==> config.mk <==
export PLATFORM = sky130hd
export DESIGN_NAME = bus_responder_flat
export DESIGN_NICKNAME = d
export VERILOG_FILES = /design/src/rtl/cache_bus_pkg.sv /design/src/rtl/bus_responder_if.sv /design/src/rtl/snoop_collector.sv /design/src/rtl/bus_responder.sv /design/src/flat_wrapper.sv
export SDC_FILE = /design/constraint.sdc
export NUM_CORES = 1
export LEC_CHECK = 0
export CORE_UTILIZATION = 40
export CTS_BUF_LIST = sky130_fd_sc_hd__clkbuf_8
export DETAILED_ROUTE_END_ITERATION = 10
export PLACE_DENSITY = 0.82
export RECOVER_POWER = 25
export SYNTH_ARGS = -nofsm -noshare
export SYNTH_HDL_FRONTEND = slang
export SYNTH_SLANG_ARGS = --single-unit
==> constraint.sdc <==
create_clock -name clk -period 1.9 [get_ports clk]
set_clock_uncertainty 0.05 [all_clocks]
set_input_delay 0.57 -clock clk [delete_from_list [all_inputs] [get_ports clk]]
set_output_delay 0.57 -clock clk [all_outputs]
set_load 0.05 [all_outputs]
==> src/rtl/cache_bus_pkg.sv <==
// Shared types for the cache bus responder: bus operations, snoop results,
// responder FSM states and the line-alignment mask helper.
package cache_bus_pkg;

  typedef enum logic [1:0] {
    OP_READ  = 2'd0,
    OP_WRITE = 2'd1,
    OP_INVAL = 2'd2,
    OP_RWIM  = 2'd3
  } bus_op_t;

  typedef enum logic [1:0] {
    SNP_NOHIT = 2'd0,
    SNP_HIT   = 2'd1,
    SNP_HITM  = 2'd2,
    SNP_RSVD  = 2'd3
  } snoop_t;

  typedef enum logic [2:0] {
    ST_IDLE    = 3'd0,
    ST_SNOOP   = 3'd1,
    ST_COLLECT = 3'd2,
    ST_WAIT_WB = 3'd3,
    ST_MEM     = 3'd4,
    ST_RESP    = 3'd5
  } resp_state_t;

  localparam int unsigned LINE_MASK_W = 64;

  // Clears the byte-select bits; callers truncate to their address width (<= 64).
  function automatic logic [LINE_MASK_W-1:0] line_mask(input int unsigned d_size);
    return {LINE_MASK_W{1'b1}} << d_size;
  endfunction

endpackage

==> src/rtl/bus_responder_if.sv <==
// Request / snoop / completion signal bundle between the last-level cache,
// its peers and the bus responder.
interface bus_responder_if #(
  parameter int i_size  = 32,
  parameter int N_PEERS = 3
);

  logic                   req_valid;
  logic                   req_ready;
  logic [1:0]             req_op;
  logic [i_size-1:0]      req_addr;
  logic                   snp_valid;
  logic [1:0]             snp_op;
  logic [i_size-1:0]      snp_addr;
  logic [2*N_PEERS-1:0]   snp_result;
  logic [N_PEERS-1:0]     snp_result_valid;
  logic                   wb_valid;
  logic                   rsp_valid;
  logic                   rsp_shared;
  logic                   rsp_hitm;
  logic                   proto_err;

  modport master (
    output req_valid, req_op, req_addr, snp_result, snp_result_valid, wb_valid,
    input  req_ready, snp_valid, snp_op, snp_addr, rsp_valid, rsp_shared,
           rsp_hitm, proto_err
  );

  modport slave (
    input  req_valid, req_op, req_addr, snp_result, snp_result_valid, wb_valid,
    output req_ready, snp_valid, snp_op, snp_addr, rsp_valid, rsp_shared,
           rsp_hitm, proto_err
  );

endinterface

==> src/rtl/snoop_collector.sv <==
// Per-peer sticky capture of snoop results; summary flags include strobes
// arriving in the current cycle so the FSM can leave COLLECT without delay.
module snoop_collector
  import cache_bus_pkg::*;
#(
  parameter int N_PEERS = 3
) (
  input  logic                 clk,
  input  logic                 reset,
  input  logic                 clear,
  input  logic                 en,
  input  logic [2*N_PEERS-1:0] result,
  input  logic [N_PEERS-1:0]   result_valid,
  output logic                 all_rcvd,
  output logic                 any_hit,
  output logic                 any_hitm,
  output logic                 rsvd_seen
);

  logic [N_PEERS-1:0] vld_q, vld_d;
  logic [N_PEERS-1:0] hit_q, hit_d;
  logic [N_PEERS-1:0] hitm_q, hitm_d;
  logic [N_PEERS-1:0] take;
  logic [N_PEERS-1:0] rsvd;
  logic [N_PEERS-1:0] hit_now;
  logic [N_PEERS-1:0] hitm_now;

  generate
    for (genvar gi = 0; gi < N_PEERS; gi++) begin : g_peer
      snoop_t code;
      assign code = snoop_t'(result[2*gi +: 2]);

      // Only the first strobe per peer is captured; a reserved code counts as NOHIT.
      assign take[gi]     = en & result_valid[gi] & ~vld_q[gi];
      assign rsvd[gi]     = en & result_valid[gi] & (code == SNP_RSVD);
      assign hit_now[gi]  = take[gi] & ((code == SNP_HIT) | (code == SNP_HITM));
      assign hitm_now[gi] = take[gi] & (code == SNP_HITM);

      assign vld_d[gi]  = clear ? 1'b0 : (vld_q[gi]  | take[gi]);
      assign hit_d[gi]  = clear ? 1'b0 : (hit_q[gi]  | hit_now[gi]);
      assign hitm_d[gi] = clear ? 1'b0 : (hitm_q[gi] | hitm_now[gi]);
    end
  endgenerate

  always_ff @(posedge clk) begin
    if (reset) begin
      vld_q  <= '0;
      hit_q  <= '0;
      hitm_q <= '0;
    end else begin
      vld_q  <= vld_d;
      hit_q  <= hit_d;
      hitm_q <= hitm_d;
    end
  end

  assign all_rcvd  = &(vld_q | take);
  assign any_hit   = |(hit_q | hit_now);
  assign any_hitm  = |(hitm_q | hitm_now);
  assign rsvd_seen = |rsvd;

endmodule

==> src/rtl/bus_responder.sv <==
// Shared-bus responder: snoop broadcast, result collection, dirty writeback
// wait, memory latency and completion. BUS_RESP_STATS_EN adds op counters.
module bus_responder
  import cache_bus_pkg::*;
#(
  parameter int i_size  = 32,
  parameter int d_size  = 6,
  parameter int N_PEERS = 3,
  parameter int MEM_LAT = 4
) (
  input  logic        clk,
  input  logic        reset,
`ifdef BUS_RESP_STATS_EN
  output logic [31:0] stat_ops,
  output logic [31:0] stat_hitm,
  output logic [31:0] stat_shared,
  output logic [31:0] stat_inval,
`endif
  bus_responder_if.slave bus
);

  localparam logic [i_size-1:0] LINE_MASK = i_size'(line_mask(d_size));
  localparam int CW = (MEM_LAT > 1) ? $clog2(MEM_LAT) : 1;

  resp_state_t       state_q, state_d;
  bus_op_t           op_q, op_d;
  logic [i_size-1:0] addr_q, addr_d;
  logic [CW-1:0]     cnt_q, cnt_d;
  logic              req_ready_q, req_ready_d;
  logic              snp_valid_q, snp_valid_d;
  logic              rsp_valid_q, rsp_valid_d;
  logic              rsp_shared_q, rsp_shared_d;
  logic              rsp_hitm_q, rsp_hitm_d;
  logic              proto_err_q, proto_err_d;

  logic accept;
  logic col_en;
  logic all_rcvd;
  logic any_hit;
  logic any_hitm;
  logic rsvd_seen;

  assign accept = (state_q == ST_IDLE) && bus.req_valid && req_ready_q;
  assign col_en = (state_q == ST_SNOOP) || (state_q == ST_COLLECT);

  snoop_collector #(
    .N_PEERS (N_PEERS)
  ) u_collector (
    .clk          (clk),
    .reset        (reset),
    .clear        (accept),
    .en           (col_en),
    .result       (bus.snp_result),
    .result_valid (bus.snp_result_valid),
    .all_rcvd     (all_rcvd),
    .any_hit      (any_hit),
    .any_hitm     (any_hitm),
    .rsvd_seen    (rsvd_seen)
  );

  always_comb begin
    state_d = state_q;
    op_d    = op_q;
    addr_d  = addr_q;
    cnt_d   = cnt_q;

    case (state_q)
      ST_IDLE: begin
        if (accept) begin
          op_d    = bus_op_t'(bus.req_op);
          addr_d  = bus.req_addr & LINE_MASK;
          state_d = ST_SNOOP;
        end
      end
      ST_SNOOP: state_d = ST_COLLECT;
      ST_COLLECT: begin
        if (all_rcvd) begin
          if (any_hitm) begin
            state_d = ST_WAIT_WB;
          end else if (op_q == OP_INVAL) begin
            state_d = ST_RESP;
          end else begin
            state_d = ST_MEM;
            cnt_d   = CW'(MEM_LAT - 1);
          end
        end
      end
      ST_WAIT_WB: begin
        if (bus.wb_valid) begin
          if (op_q == OP_INVAL) begin
            state_d = ST_RESP;
          end else begin
            state_d = ST_MEM;
            cnt_d   = CW'(MEM_LAT - 1);
          end
        end
      end
      ST_MEM: begin
        if (cnt_q == '0) begin
          state_d = ST_RESP;
        end else begin
          cnt_d = cnt_q - CW'(1);
        end
      end
      ST_RESP: state_d = ST_IDLE;
      default: state_d = ST_IDLE;
    endcase

    // Outputs are registered from the next state so they line up with it.
    req_ready_d  = (state_d == ST_IDLE);
    snp_valid_d  = (state_d == ST_SNOOP);
    rsp_valid_d  = (state_d == ST_RESP);
    rsp_hitm_d   = rsp_valid_d && any_hitm;
    rsp_shared_d = rsp_valid_d && (op_q == OP_READ) && any_hit;
    proto_err_d  = proto_err_q | rsvd_seen | (~col_en & (|bus.snp_result_valid));
  end

  always_ff @(posedge clk) begin
    if (reset) begin
      state_q      <= ST_IDLE;
      op_q         <= OP_READ;
      addr_q       <= '0;
      cnt_q        <= '0;
      req_ready_q  <= 1'b0;
      snp_valid_q  <= 1'b0;
      rsp_valid_q  <= 1'b0;
      rsp_shared_q <= 1'b0;
      rsp_hitm_q   <= 1'b0;
      proto_err_q  <= 1'b0;
    end else begin
      state_q      <= state_d;
      op_q         <= op_d;
      addr_q       <= addr_d;
      cnt_q        <= cnt_d;
      req_ready_q  <= req_ready_d;
      snp_valid_q  <= snp_valid_d;
      rsp_valid_q  <= rsp_valid_d;
      rsp_shared_q <= rsp_shared_d;
      rsp_hitm_q   <= rsp_hitm_d;
      proto_err_q  <= proto_err_d;
    end
  end

  assign bus.req_ready  = req_ready_q;
  assign bus.snp_valid  = snp_valid_q;
  assign bus.snp_op     = op_q;
  assign bus.snp_addr   = addr_q;
  assign bus.rsp_valid  = rsp_valid_q;
  assign bus.rsp_shared = rsp_shared_q;
  assign bus.rsp_hitm   = rsp_hitm_q;
  assign bus.proto_err  = proto_err_q;

`ifdef BUS_RESP_STATS_EN
  logic [31:0] ops_q, hitm_q, shared_q, inval_q;

  always_ff @(posedge clk) begin
    if (reset) begin
      ops_q    <= '0;
      hitm_q   <= '0;
      shared_q <= '0;
      inval_q  <= '0;
    end else if (state_q == ST_RESP) begin
      ops_q <= ops_q + 32'd1;
      if (rsp_hitm_q)        hitm_q   <= hitm_q + 32'd1;
      if (rsp_shared_q)      shared_q <= shared_q + 32'd1;
      if (op_q == OP_INVAL)  inval_q  <= inval_q + 32'd1;
    end
  end

  assign stat_ops    = ops_q;
  assign stat_hitm   = hitm_q;
  assign stat_shared = shared_q;
  assign stat_inval  = inval_q;
`endif

endmodule

==> src/flat_wrapper.sv <==
// flat-port wrapper written by rule: the top's interface ports become plain ports
module bus_responder_flat import cache_bus_pkg::*;
#(
  parameter int i_size  = 32,
  parameter int d_size  = 6,
  parameter int N_PEERS = 3,
  parameter int MEM_LAT = 4
)
  (clk, reset, bus_req_valid, bus_req_op, bus_req_addr, bus_snp_result, bus_snp_result_valid, bus_wb_valid, bus_req_ready, bus_snp_valid, bus_snp_op, bus_snp_addr, bus_rsp_valid, bus_rsp_shared, bus_rsp_hitm, bus_proto_err);
  bus_responder_if #(.i_size(i_size), .N_PEERS(N_PEERS)) bus_i ();
  input  logic clk;
  input  logic reset;
  input wire logic [$bits(bus_i.req_valid)-1:0] bus_req_valid;
  input wire logic [$bits(bus_i.req_op)-1:0] bus_req_op;
  input wire logic [$bits(bus_i.req_addr)-1:0] bus_req_addr;
  input wire logic [$bits(bus_i.snp_result)-1:0] bus_snp_result;
  input wire logic [$bits(bus_i.snp_result_valid)-1:0] bus_snp_result_valid;
  input wire logic [$bits(bus_i.wb_valid)-1:0] bus_wb_valid;
  output wire logic [$bits(bus_i.req_ready)-1:0] bus_req_ready;
  output wire logic [$bits(bus_i.snp_valid)-1:0] bus_snp_valid;
  output wire logic [$bits(bus_i.snp_op)-1:0] bus_snp_op;
  output wire logic [$bits(bus_i.snp_addr)-1:0] bus_snp_addr;
  output wire logic [$bits(bus_i.rsp_valid)-1:0] bus_rsp_valid;
  output wire logic [$bits(bus_i.rsp_shared)-1:0] bus_rsp_shared;
  output wire logic [$bits(bus_i.rsp_hitm)-1:0] bus_rsp_hitm;
  output wire logic [$bits(bus_i.proto_err)-1:0] bus_proto_err;
  assign bus_i.req_valid = bus_req_valid;
  assign bus_i.req_op = bus_req_op;
  assign bus_i.req_addr = bus_req_addr;
  assign bus_i.snp_result = bus_snp_result;
  assign bus_i.snp_result_valid = bus_snp_result_valid;
  assign bus_i.wb_valid = bus_wb_valid;
  assign bus_req_ready = bus_i.req_ready;
  assign bus_snp_valid = bus_i.snp_valid;
  assign bus_snp_op = bus_i.snp_op;
  assign bus_snp_addr = bus_i.snp_addr;
  assign bus_rsp_valid = bus_i.rsp_valid;
  assign bus_rsp_shared = bus_i.rsp_shared;
  assign bus_rsp_hitm = bus_i.rsp_hitm;
  assign bus_proto_err = bus_i.proto_err;
  bus_responder #(.i_size(i_size), .d_size(d_size), .N_PEERS(N_PEERS), .MEM_LAT(MEM_LAT)) u_core (.clk(clk), .reset(reset), .bus(bus_i));
endmodule
# [After elaboration in Yosys (flattened, before gate mapping)]
# Cells that the tools add are included.
# Widths: inputs -> output; s select.
[word_totals] regBits=48 latchBits=0 mem_bits_rw=0 romBits=0 inputBits=47 out_inout_bits=40 word_cells=103 memories=0
[op_classes] n_addsub=1 mul=0 n_div=0 magnitude_cmp=0 n_eq_ne=20 shift=0 mux=13 bitwise=37 reduce_logical=19
[ops] operator="$and 1x1->1" n=16
[ops] operator="$mux 3" n=5
[ops] operator="$pmux 3 s5" n=1
[ops] operator="$eq 2x2->1 const B" n=7
[ops] operator="$or 1x1->1" n=14
[ops] operator="$reduce_or 3->1" n=4
[ops] operator="$mux 2" n=5
[ops] operator="$or 3x3->3" n=3
[ops] operator="$eq 2x1->1 const B" n=3
[ops] operator="$eq 3x1->1 const B" n=2
[ops] operator="$eq 3x2->1 const B" n=2
[ops] operator="$eq 3x3->1 const B" n=2
[ops] operator="$logic_not 3->1" n=2
[ops] operator="$ne 2x2->1 const B" n=3
[ops] operator="$pmux 2 s3" n=1
[ops] operator="$logic_and 1x1->1" n=5
[ops] operator="$reduce_and 5->1" n=1
[ops] operator="$logic_not 2->1" n=2
[ops] operator="$not 1->1" n=4
[ops] operator="$reduce_and 3->1" n=1
[ops] operator="$reduce_bool 3->1" n=1
[ops] operator="$ne 2x1->1 const B" n=1
[ops] operator="$reduce_and 2->1" n=1
[ops] operator="$reduce_or 2->1" n=1
[ops] operator="3 further kinds" n=3

# [Depth between registers and ports, before layout]
# Gate-level depths: netlist of run 1.
[logic_depth] depth_word=13 ltp_mapped=7 ltp_nobuf=7

# [By module]
# From an unflattened synthesis of run 1, not the netlist that was laid out.
[unflattened] hier_cells=240 area_unflattened_um2=2094.5
[modules_own_cells] mod="bus_responder" instances=1 cells_per_inst=188 area_per_inst_um2=1625.3 seq_area_each_um2=780.7
[modules_own_cells] mod="snoop_collector" instances=1 cells_per_inst=52 area_per_inst_um2=469.2 seq_area_each_um2=180.2

# [Worst setup path before layout of run 1]
# OpenSTA, ideal clock, no wires.
[synth_timing] path_type="input -> register" startpoint="in bus_snp_result[2]" endpoint="reg u_core.state_q[1]" setup_ns=0.086 arrival_ns=1.806 required_ns=1.764 setup_slack_ns=-0.041 cell_stages=7 n_path_buf=0 cell_sequence="inv_1 ha_1 nor4bb_1 a21oi_1 and3_1 a211o_2 a211oi_1"
[synth_via] elab_chain_cells=7
[synth_lines] element="start: declaration" line="flat_wrapper.sv:16" text="input wire logic [$bits(bus_i.snp_result)-1:0] bus_snp_result;"
[synth_lines] element="$eq 2x2->1" line="snoop_collector.sv:37" text="assign hitm_now[gi] = take[gi] & (code == SNP_HITM);"
[synth_lines] element="$and 1x1->1" line="snoop_collector.sv:37"
[synth_lines] element="$or 3x3->3" line="snoop_collector.sv:59" text="assign any_hitm = |(hitm_q | hitm_now);"
[synth_lines] element="$reduce_or 3->1" line="snoop_collector.sv:59"
[synth_lines] element="$mux 3" line="bus_responder.sv:78" text="if (any_hitm) begin"
[synth_lines] element="$mux 3" line="bus_responder.sv:77" text="if (all_rcvd) begin"
[synth_lines] element="$pmux 3 s5" line="bus_responder.sv:67" text="case (state_q)"
[synth_lines] element="end signal: assignment" line="bus_responder.sv:131" text="state_q <= state_d;"
[synth_lines] element="end: declaration" line="bus_responder.sv:25" text="resp_state_t state_q, state_d;"
# No other way between the ends.
# A chain may end at the register's enable or synchronous reset.

# [Worst setup path in the final report of run 1]
[layout_timing] startpoint="in bus_snp_result_valid[0]" endpoint="reg u_core.state_q[1]"
[layout_via] elab_chain_cells=8 word_cells_on_any_way=10 classes_between="mux (3); bitwise (5); reduce/logical (2)"
[layout_lines] element="start: declaration" line="flat_wrapper.sv:17" text="input wire logic [$bits(bus_i.snp_result_valid)-1:0] bus_snp_result_valid;"
[layout_lines] element="$and 1x1->1 * (2 in a row)" line="snoop_collector.sv:34" text="assign take[gi] = en & result_valid[gi] & ~vld_q[gi];"
[layout_lines] element="$and 1x1->1" line="snoop_collector.sv:37"
[layout_lines] element="$or 3x3->3" line="snoop_collector.sv:59"
[layout_lines] element="$reduce_or 3->1" line="snoop_collector.sv:59"
[layout_lines] element="$mux 3" line="bus_responder.sv:78"
[layout_lines] element="$mux 3 *" line="bus_responder.sv:77"
[layout_lines] element="$pmux 3 s5 *" line="bus_responder.sv:67"
# Mark *: on every way between the ends. The rest lies on a longest branch, timed or not.

==> results of run 1 <==
power by group:
part	internal (W)	switching [W]
sequential	0.00106	0.0000407
combinational	0.000285	0.000400
clock	0.000290	0.000331
flip-flops by register name (all words and copies together) (netlist names):
signal,cells
u_core.bus.proto_err,1
u_core.bus.req_ready,1
u_core.bus.rsp_hitm,1
u_core.bus.rsp_shared,1
u_core.bus.rsp_valid,1
u_core.bus.snp_addr,26
u_core.bus.snp_op,2
u_core.bus.snp_valid,1
u_core.cnt_q,2
u_core.state_q,3
u_core.u_collector.hit_q,3
u_core.u_collector.hitm_q,3
u_core.u_collector.vld_q,3
Yosys cell counts (2+ instances only):
cell,count,area share (%)
a211oi_1,2,0.73
a21oi_1,37,9.0
a311o_1,2,0.97
a311oi_1,2,0.85
a31oi_1,3,0.91
and4_1,2,0.85
buf_2,6,1.5
buf_4,7,2.5
clkbuf_1,5,0.91
dfxtp_1,48,47
ha_1,7,4.2
inv_1,8,1.5
nand2_1,62,11
nand2b_1,3,0.91
nand3_1,3,0.73
nand4_1,2,0.61
nor2_1,13,2.4
nor3_1,3,0.73
nor3b_1,6,2.2
nor4bb_1,3,1.5
o21ai_0,5,1.2
kinds of logic after synthesis:
family	Yosys count	share of synthesized area (%)
AO/OA/AOI/OAI	56	16.6
other	1	0.182
AND/OR/NAND/NOR	104	24.0
flip-flops	48	46.5
buffers and inverters	28	7.09
XOR/XNOR	1	1.33
adder cells (fa/ha/maj)	7	4.24
final cells by class:
class	instances	share of cell area, %
Inverter	8	0.908
Multi-Input combinational cell	174	34.9
Tap cell	67	2.54
Sequential cell	48	29.3
Clock buffer	6	2.50
Timing Repair Buffer	114	29.4
Clock inverter	2	0.341
final timing paths:
kind | slack [ns] | cells past startpoint | to | from
setup / recovery | -0.02 | 8 | u_core.state_q[1] | bus_snp_result_valid[0]
hold / removal | 0.41 | 2 | u_core.bus.snp_addr[10] | u_core.bus.snp_addr[10]
setup reg to reg | 0 | 7 | u_core.state_q[1] | u_core.state_q[0]
hold reg to reg | 0.41 | 2 | u_core.bus.snp_addr[10] | u_core.bus.snp_addr[10]
metal layers:
layer	track usage (%)	vias up	routed length, µm
met1	26.3	925	2510
met2	35.3	76	2940
li1	-	1028	-
met5	0	-	0
met4	9.19	0	182
met3	5.21	16	303
what timing repair did:
| action | in CTS | in global routing |
|---|---|---|
| gates cloned | 0 | 0 |
| gates resized for setup | 42 | 21 |
| pin swaps | 19 | 14 |
| hold buffers | 0 | 0 |
| setup buffers | 7 | 10 |
| setup endpoints to repair | 10 | 8 |
critical path, delay by kind of cell:
| family | cells | cell delay [ns] |
|---|---|---|
| AOI/OAI and AO/OA | 3 | 0.76 |
| buffers and inverters | 4 | 0.68 |
| and+or+nand+nor | 1 | 0.07 |
through the flow:
step / cells / TNS (ns) / area (µm²) / utilization, % / power [W]
after CTS: 410 / 0 / 3160 / 65.3 / 0.00238
after floorplan: 250 / 0 / 2080 / - / 0.00149
after global routing: 419 / -0.376 / 3310 / 68.2 / 0.00251
after detailed placement: 395 / -7.22 / 2910 / 60.1 / 0.00172
after global placement: 395 / -6.08 / 2910 / 60.1 / 0.00172
final: 419 / -0.0317 / 3310 / 68.2 / 0.00241
==> metrics.txt, run 1 <==
# nets final=405; EDFF count, synth=0; worst hold path class=flip-flop to flip-flop; ant diodes=0; endpoints failing setup=2; router iterations before antenna repair=4; Primary FF master, synth=dfxtp_1; Slew HR=59.9%; multi-input logic area=0.00115 mm²; clock latency on the worst-skew pair=0.30 ns; Longest Clk Path Bufs=2; 1st-iter DRT viols=147; Avg Vias per Cell=4.88; PortBufs=74; cts bufs inserted=5; number of global-route vias before repair=1906; status=complete, but fails checks; failing checks=negative setup slack; post-synthesis sequential area ratio=46.5%; TritonCTS clock tree=done; synth unique cells=37; Leak=1.33 nW; filler instances=370; slowest library cell on the worst path=a211o_4; CP Max Fanout=5; WL final=5930 µm; most frequent CP cell=buf_4; CP Class=primary input to flip-flop; Setup crit end kind=flip-flop; Ys Warns=0; Min Clock Period, post-route=1.92 ns; core region area=0.00485 mm²; CTS H-tree lvls=2; Worst Max-Slew Pin Slew=0.604 ns; Root Buffer=clkbuf_8; number of core rows=25; Peak VDD IR=0.000509 V; WL/cell=14.2 µm; number of routed nets with antenna violations=0; initial antenna violation count=0; Final Hold Slack=0.406 ns; area of all sequential standard cells=970 µm²; Data arrival, critical path=2.09 ns; WP data required=2.07 ns; fraction of layout cells with a size suffix above 1=31.3%; Max stage delay on crit path=0.32 ns; Placement Setup Slack=-0.643 ns; largest net degree at the start of global routing=29; Mapped Cells=245; top-level port count=87; Max Clk Rate=520 MHz; Max Cap Violations=0; die area=0.00545 mm²; Die Y=73.8 µm; RSZ-0062 raised after global routing=yes; async set-reset flop share out of synthesis=0%; commonest non-fill, non-tap cell in the layout=nand2_1; Final Hold Vio Count=0; clk sinks=48; width of the die=73.8 µm; first-pass GRT wire length=8750 µm; Slew Limit Fails=0; fin crit share=101%; Area Growth Syn to Fin=60.1%; post-detail-place hpwl=3730 µm; GR Overflow Total=0; DR DRC count=0; Worst Setup Start Kind=primary input; GRT Overall Usage=21.3%; clk slew on worst S/H paths=0.09 ns; commonest non-fill, non-tap cells in the layout=62 x nand2_1, 60 x buf_4, 45 x dfxtp_1; number of synthesized register bits=48; Post-Syn Area=0.00206 mm²; Mapped Avg Cell Area=8.43 µm²; P per Cell Area=728 mW/mm²; initial cell density of the core=42.6%; Placer Congestion=0.859; final worst slack=-0.0237 ns; crit-path cells=dlygate4sd2_1 -> buf_4 -> a31oi_4 -> nor3_4 -> buf_12 -> buf_4 -> a211o_4 -> a211oi_2; DR vias=2045
(Power assumes the default switching activity.)
==> run 2: changes to the inputs <==
--- a/config.mk
+++ b/config.mk
@@ -5,6 +5,7 @@
 export SDC_FILE = /design/constraint.sdc
 export NUM_CORES = 1
 export LEC_CHECK = 0
+export CORE_MARGIN = 4
 export CORE_UTILIZATION = 40
 export CTS_BUF_LIST = sky130_fd_sc_hd__clkbuf_8
 export DETAILED_ROUTE_END_ITERATION = 10
==> run 2 against run 1 <==
Against the previous run:
- the run still ends with negative setup slack left
- via count is 0.73% higher
- flip-flop and latch count unchanged
- global-route usage fell by 2.3 points
- core utilization down 2.5 points
- fmax shrank 2.9%
- wire length rose by 7.8%
- die area grew 17%
- non-clock buffer count fell by 10
- first-iteration DRC count shrank 26%
==> metrics.txt, run 2 (synthesized netlist as in run 1, its figures left out) <==
status=complete, but fails checks (unchanged); failing checks=negative setup slack (unchanged); Slew Limit Fails=0 (unchanged); Critical path buffers and inverters=4 (unchanged); width of the die=79.8 µm (was 73.8 µm); Max stage delay on crit path=0.37 ns (was 0.32 ns); filler instances=392 (was 370); WL/cell=15.6 µm (was 14.2 µm); Max Cap Violations=0 (unchanged); multi-input logic area=0.00116 mm² (was 0.00115 mm²); Avg Vias per Cell=5.04 (was 4.88); router iterations before antenna repair=4 (unchanged); Peak VDD IR=0.000510 V (was 0.000509 V); power share of the clock group=25.9% (was 25.8%); PortBufs=74 (unchanged); Min Clock Period, post-route=1.98 ns (was 1.92 ns); WP data required=2.03 ns (was 2.07 ns); crit-path cells=xor2_4 -> buf_12 -> buf_4 -> a21oi_4 -> buf_6 -> nand4_1 -> a31oi_4 -> buf_4 -> nor3_1 (was dlygate4sd2_1 -> buf_4 -> a31oi_4 -> nor3_4 -> buf_12 -> buf_4 -> a211o_4 -> a211oi_2); TNS Setup=-0.310 ns (was -0.0317 ns); CP Class=flip-flop to flip-flop (was primary input to flip-flop); commonest non-fill, non-tap cell in the layout=nand2_1 (unchanged); first-pass GRT wire length=9390 µm (was 8750 µm); worst reg-to-reg setup slack=-0.08 ns (was 0 ns); number of global-route vias before repair=2002 (was 1906); combinational power share=28.3% (was 28.5%); crit path from=u_core.state_q[1] (was bus_snp_result_valid[0]); worst flop-to-flop path endpoint=u_core.bus.rsp_valid (was u_core.state_q[1]); Worst Setup Start Kind=flip-flop (was primary input); fin cells=409 (was 419); core region area=0.00485 mm² (unchanged); Die Y=79.8 µm (was 73.8 µm); Root Buffer=clkbuf_8 (unchanged); Setup crit end kind=flip-flop (unchanged); worst hold path class=flip-flop to flip-flop (unchanged); Placer Congestion=0.856 (was 0.859); GR Overflow Total=0 (unchanged); final worst slack=-0.0808 ns (was -0.0237 ns); fin crit share=104% (was 101%); Setup crit end=u_core.bus.rsp_valid (was u_core.state_q[1]); DR vias=2060 (was 2045); power share of the sequential group=45.8% (was 45.7%); GRT Overall Usage=19.1% (was 21.3%); P per Cell Area=755 mW/mm² (was 728 mW/mm²); 1st-iter DRT viols=109 (was 147); most frequent CP cell=buf_4 (unchanged); TritonCTS clock tree=done (unchanged); Worst Max-Slew Pin Slew=0.615 ns (was 0.604 ns); initial antenna violation count=0 (unchanged); Longest Clk Path Bufs=2 (unchanged); ant diodes=0 (unchanged); die area=0.00637 mm² (was 0.00545 mm²); commonest non-fill, non-tap cells in the layout=62 x nand2_1, 45 x dfxtp_1, 37 x buf_4 (was 62 x nand2_1, 60 x buf_4, 45 x dfxtp_1); NetSw=0.000779 W (was 0.000772 W); endpoints failing setup=6 (was 2); initial cell density of the core=42.6% (unchanged); worst r2r src=u_core.state_q[1] (was u_core.state_q[0]); Crit path max-delay family=buffers and inverters (was compound AO/OA/AOI/OAI gates); clk sinks=48 (unchanged); clock latency on the worst-skew pair=0.30 ns (about the same); RSZ-0062 raised after global routing=yes (unchanged); Final Hold Vio Count=0 (unchanged); Area Growth Syn to Fin=54.3% (was 60.1%); Leak=1.26 nW (was 1.33 nW); largest net degree at the start of global routing=30 (was 29); CTS H-tree lvls=2 (unchanged); Sw Share=32.4% (was 32.1%); Data arrival, critical path=2.11 ns (was 2.09 ns); clk slew on worst S/H paths=0.09 ns (about the same); Design Area, Final=0.00319 mm² (was 0.00331 mm²); fraction of layout cells with a size suffix above 1=29.5% (was 31.3%); Post-CTS Hold Fix Bufs=0 (unchanged); slowest library cell on the worst path=dfxtp_4 (was a211o_4); cell count along the critical path=9 (was 8); number of routed nets with antenna violations=0 (unchanged); Slew HR=59.1% (was 59.9%); Placement Setup Slack=-0.693 ns (was -0.643 ns); number of core rows=25 (unchanged); top-level port count=87 (unchanged); # nets final=395 (was 405); WL final=6390 µm (was 5930 µm); placed inst area=0.00288 mm² (was 0.00291 mm²); CP Max Fanout=6 (was 5); R2R depth=9 (was 7); area of all sequential standard cells=970 µm² (unchanged); DR DRC count=0 (unchanged); placed instance count=391 (was 395); Final Power=0.00240 W (was 0.00241 W); cts bufs inserted=5 (unchanged); max reg flops=26 (unchanged); post-detail-place hpwl=4010 µm (was 3730 µm); Max Clk Rate=505 MHz (was 520 MHz); Pint=0.00162 W (was 0.00164 W)
run 2: area by class of cell:
class	count	area share (%)
Multi-Input combinational cell	174	36.3
Sequential cell	48	30.4
Timing Repair Buffer	104	26.7
Tap cell	67	2.63
Clock buffer	6	2.59
Inverter	8	1.02
Clock inverter	2	0.353
run 2: power groups by stage:
stage,clock (W),sequential [W],combinational (W)
after CTS,0.000632,0.00110,0.000652
after global placement,0,0.00112,0.000591
after detailed placement,0,0.00112,0.000600
after global routing,0.000677,0.00111,0.000725
after floorplan,0,0.00125,0.000240
final,0.000623,0.00110,0.000681
run 2: worst min path at each step:
stage | start | to | slack, ns | cells after the start
after CTS | u_core.bus.snp_addr[25] | u_core.bus.snp_addr[25] | 0.41 | 2
after global routing | u_core.bus.snp_addr[19] | u_core.bus.snp_addr[19] | 0.43 | 2
final | u_core.bus.snp_addr[25] | u_core.bus.snp_addr[25] | 0.40 | 2
after global placement | u_core.u_collector.hit_q[0] | u_core.u_collector.hit_q[0] | 0.39 | 2
after detailed placement | u_core.bus.snp_addr[25] | u_core.bus.snp_addr[25] | 0.39 | 2
after floorplan | u_core.u_collector.hit_q[1] | u_core.u_collector.hit_q[1] | 0.37 | 2
run 2: per-layer routing:
metal | part of all wire [%] | routed length (µm) | global-route usage (%)
met5 | 0 | 0 | 0
met4 | 2.8 | 176 | 8.61
met3 | 6.6 | 423 | 5.30
met2 | 50 | 3190 | 32.4
met1 | 41 | 2600 | 22.2
run 2: tightest hold or removal path: cells and delay by family (launching register included):
family / cells / cell delay [ns]
flip-flops: 1 / 0.32
AO/OA/AOI/OAI: 1 / 0.05
AND/OR/NAND/NOR: 1 / 0.05
run 2: repair_timing:
| action | 4_1_cts | 5_1_grt |
|---|---|---|
| hold endpoints to repair | 0 | 0 |
| pin swaps | 16 | 10 |
| resized for setup | 55 | 17 |
| gates cloned | 0 | 0 |
| endpoints found under the setup margin | 10 | 10 |
| setup buffers | 5 | 5 |
run 2: stage by stage:
| step | hold slack [ns] | util (%) |
|---|---|---|
| finish | 0.404 | 65.7 |
| CTS | 0.407 | 65.0 |
| global placement | 0.389 | 59.4 |
| floorplan | 0.374 | - |
| detailed placement | 0.394 | 59.4 |
| global route | 0.431 | 65.7 |
==> run 3: changes to the inputs <==
--- a/config.mk
+++ b/config.mk
@@ -6,10 +6,10 @@
 export NUM_CORES = 1
 export LEC_CHECK = 0
 export CORE_MARGIN = 4
-export CORE_UTILIZATION = 40
+export CORE_UTILIZATION = 44
 export CTS_BUF_LIST = sky130_fd_sc_hd__clkbuf_8
 export DETAILED_ROUTE_END_ITERATION = 10
-export PLACE_DENSITY = 0.82
+export PLACE_DENSITY = 0.85
 export RECOVER_POWER = 25
 export SYNTH_ARGS = -nofsm -noshare
 export SYNTH_HDL_FRONTEND = slang
==> constraint.sdc (replaced) <==
create_clock -name clk -period 2.08 [get_ports clk]
set_clock_uncertainty 0.05 [all_clocks]
set_input_delay 0.624 -clock clk [delete_from_list [all_inputs] [get_ports clk]]
set_output_delay 0.624 -clock clk [all_outputs]
set_load 0.05 [all_outputs]
==> run 3 against run 2 <==
Against the previous run:
- the flow now finishes without violations
- register-to-register slack improved by 0.20 ns
- highest routed layer unchanged
- count of clock-buffer cells in the layout unchanged
- combinational power decreased by 16%
- core utilization increased by 2.5 points
- cell area decreased by 4.9%
- power decreased by 11%
- largest cell class unchanged
- worst setup slack improved by 0.16 ns
- non-clock buffer count decreased by 2
- critical path type is now primary input to flip-flop
- die area decreased by 8.2%
- clock power decreased by 7.9%
- sequential share of layout area increased by 1.4 points
==> metrics.txt, run 3 (synthesized netlist as in run 1, its figures left out) <==
CP Class=primary input to flip-flop (was flip-flop to flip-flop); clock latency on the worst-skew pair=0.30 ns (about the same); PortBufs=74 (unchanged); post-detail-place hpwl=3980 µm (was 4010 µm); Setup crit end kind=flip-flop (unchanged); filler instances=372 (was 392); fraction of layout cells with a size suffix above 1=22.4% (was 29.5%); Peak VDD IR=0.000546 V (was 0.000510 V); Post-CTS Hold Fix Bufs=0 (unchanged); power share of the sequential group=46.7% (was 45.8%); status=complete, no violations (was complete, but fails checks); die area=0.00585 mm² (was 0.00637 mm²); fin crit share=96.2%; ant diodes=0 (unchanged); Max stage delay on crit path=0.33 ns (was 0.37 ns); width of the die=76.5 µm (was 79.8 µm); commonest non-fill, non-tap cell in the layout=nand2_1 (unchanged); Max Cap Violations=0 (unchanged); Sw Share=32.4% (about the same); Root Buffer=clkbuf_8 (unchanged); Finished Core Util=68.2% (was 65.7%); slowest library cell on the worst path=a31oi_4 (was dfxtp_4); cts bufs inserted=5 (unchanged); clk slew on worst S/H paths=0.09 ns (about the same); initial cell density of the core=46.5% (was 42.6%); GRT Overall Usage=19.6% (was 19.1%); final worst slack=0.0791 ns (was -0.0808 ns); DR DRC count=0 (unchanged); power share of the clock group=26.8% (was 25.9%); crit-path cells=clkdlybuf4s15_1 -> inv_1 -> ha_2 -> nor4bb_4 -> a21oi_2 -> buf_4 -> nand4_1 -> a31oi_4 -> buf_6 -> nor3_1 (was xor2_4 -> buf_12 -> buf_4 -> a21oi_4 -> buf_6 -> nand4_1 -> a31oi_4 -> buf_4 -> nor3_1); router iterations before antenna repair=4 (unchanged); GR Overflow Total=0 (unchanged); WL/cell=15.0 µm (was 15.6 µm); P per Cell Area=709 mW/mm² (was 755 mW/mm²); max reg flops=26 (unchanged); Worst Setup Start Kind=primary input (was flip-flop); WP data required=2.23 ns (was 2.03 ns); largest net degree at the start of global routing=29 (was 30); number of routed nets with antenna violations=0 (unchanged); core region area=0.00444 mm² (was 0.00485 mm²); 1st-iter DRT viols=171 (was 109); commonest non-fill, non-tap cells in the layout=62 x nand2_1, 46 x dfxtp_1, 42 x buf_4 (was 62 x nand2_1, 45 x dfxtp_1, 37 x buf_4); worst hold path class=flip-flop to flip-flop (unchanged); Slew HR=57.3% (was 59.1%); # nets final=393 (was 395); number of global-route vias before repair=2065 (was 2002); first-pass GRT wire length=9470 µm (was 9390 µm); TritonCTS clock tree=done (unchanged); Die Y=76.5 µm (was 79.8 µm); combinational power share=26.5% (was 28.3%); WL final=5870 µm (was 6390 µm); number of core rows=24 (was 25); Worst Max-Slew Pin Slew=0.643 ns (was 0.615 ns); CTS H-tree lvls=2 (unchanged); initial antenna violation count=0 (unchanged); Final Hold Vio Count=0 (unchanged); endpoints failing setup=0 (was 6); Area Growth Syn to Fin=46.7% (was 54.3%); Data arrival, critical path=2.15 ns (was 2.11 ns); NetSw=0.000696 W (was 0.000779 W); Max Clk Rate=500 MHz; Pint=0.00145 W (was 0.00162 W); DR vias=2055 (was 2060); Min Clock Period, post-route=2.00 ns; Avg Vias per Cell=5.24 (was 5.04); top-level port count=87 (unchanged); Longest Clk Path Bufs=2 (unchanged); Slew Limit Fails=0 (unchanged); CP Max Fanout=5 (was 6); Placement Setup Slack=-0.555 ns (was -0.693 ns); Leak=1.20 nW (was 1.26 nW); Placer Congestion=0.866 (was 0.856); clk sinks=48 (unchanged)
[run 3: changes by cell type in the layout (fill, tap and decap cells not counted), moves of 2 or more]
cell,delta
dfxtp_4,-2
ha_2,+2
inv_1,+3
buf_2,-4
buf_4,+5
buf_12,-3
ha_4,-2
clkbuf_2,-11
buf_6,-5
a31oi_4,-2
clkbuf_1,+12
clkdlybuf4s15_1,+3
inv_2,-2
[run 3: cell type report]
| class | instances | area (µm²) | area share [%] |
|---|---|---|---|
| clock inverters | 2 | 11.3 | 0.372 |
| multi-input cells | 174 | 1090 | 36.1 |
| flip-flops and latches | 48 | 963 | 31.8 |
| inverters | 8 | 30.0 | 0.991 |
| repair buffers | 102 | 783 | 25.9 |
| clock buffers | 6 | 82.6 | 2.73 |
| well taps | 52 | 65.1 | 2.15 |
[run 3: metal layers]
layer	global-route usage [%]	part of all wire, %	vias up
met5	0	0	-
met4	6.88	1.5	0
met3	6.38	6.4	11
met2	34.4	51	68
met1	22.2	41	967
li1	-	-	1009
[run 3: worst paths after layout]
kind / start / end / slack, ns / cells after the start
min: u_core.bus.snp_addr[19] / u_core.bus.snp_addr[19] / 0.41 / 2
max reg2reg: u_core.state_q[1] / u_core.bus.rsp_valid / 0.12 / 6
max: bus_snp_result[4] / u_core.bus.rsp_valid / 0.08 / 10
min reg2reg: u_core.bus.snp_addr[19] / u_core.bus.snp_addr[19] / 0.41 / 2
[run 3: metrics by stage]
stage / cells / cell area [µm²] / hold slack [ns] / TNS [ns] / power (W)
3_5_place_dp: 377 / 2850 / 0.400 / -4.90 / 0.00156
5_1_grt: 392 / 3030 / 0.433 / -0.0183 / 0.00225
4_1_cts: 388 / 3040 / 0.412 / 0 / 0.00215
3_3_place_gp: 377 / 2850 / 0.391 / -4.55 / 0.00155
6_report: 392 / 3030 / 0.409 / 0 / 0.00215
2_1_floorplan: 250 / 2080 / 0.374 / 0 / 0.00136
[run 3: what timing repair did]
| action | 4_1_cts | 5_1_grt |
|---|---|---|
| endpoints found under the setup margin | 9 | 9 |
| setup buffers | 3 | 4 |
| pin swaps | 11 | 12 |
| gates resized for setup | 23 | 19 |
[run 3: worst max-delay path, delay by kind of cell]
| family | cells | cell delay [ns] |
|---|---|---|
| compound gates | 2 | 0.54 |
| fa+ha+maj | 1 | 0.16 |
| buf+inv | 4 | 0.51 |
| simple gates | 3 | 0.31 |
[run 3: power groups by stage]
stage | clock network (W) | registers, W | logic (W)
after floorplan | 0 | 0.00114 | 0.000219
after global placement | 0 | 0.00102 | 0.000534
after detailed placement | 0 | 0.00102 | 0.000544
after CTS | 0.000586 | 0.00100 | 0.000560
after global routing | 0.000630 | 0.00101 | 0.000609
final | 0.000574 | 0.00100 | 0.000570
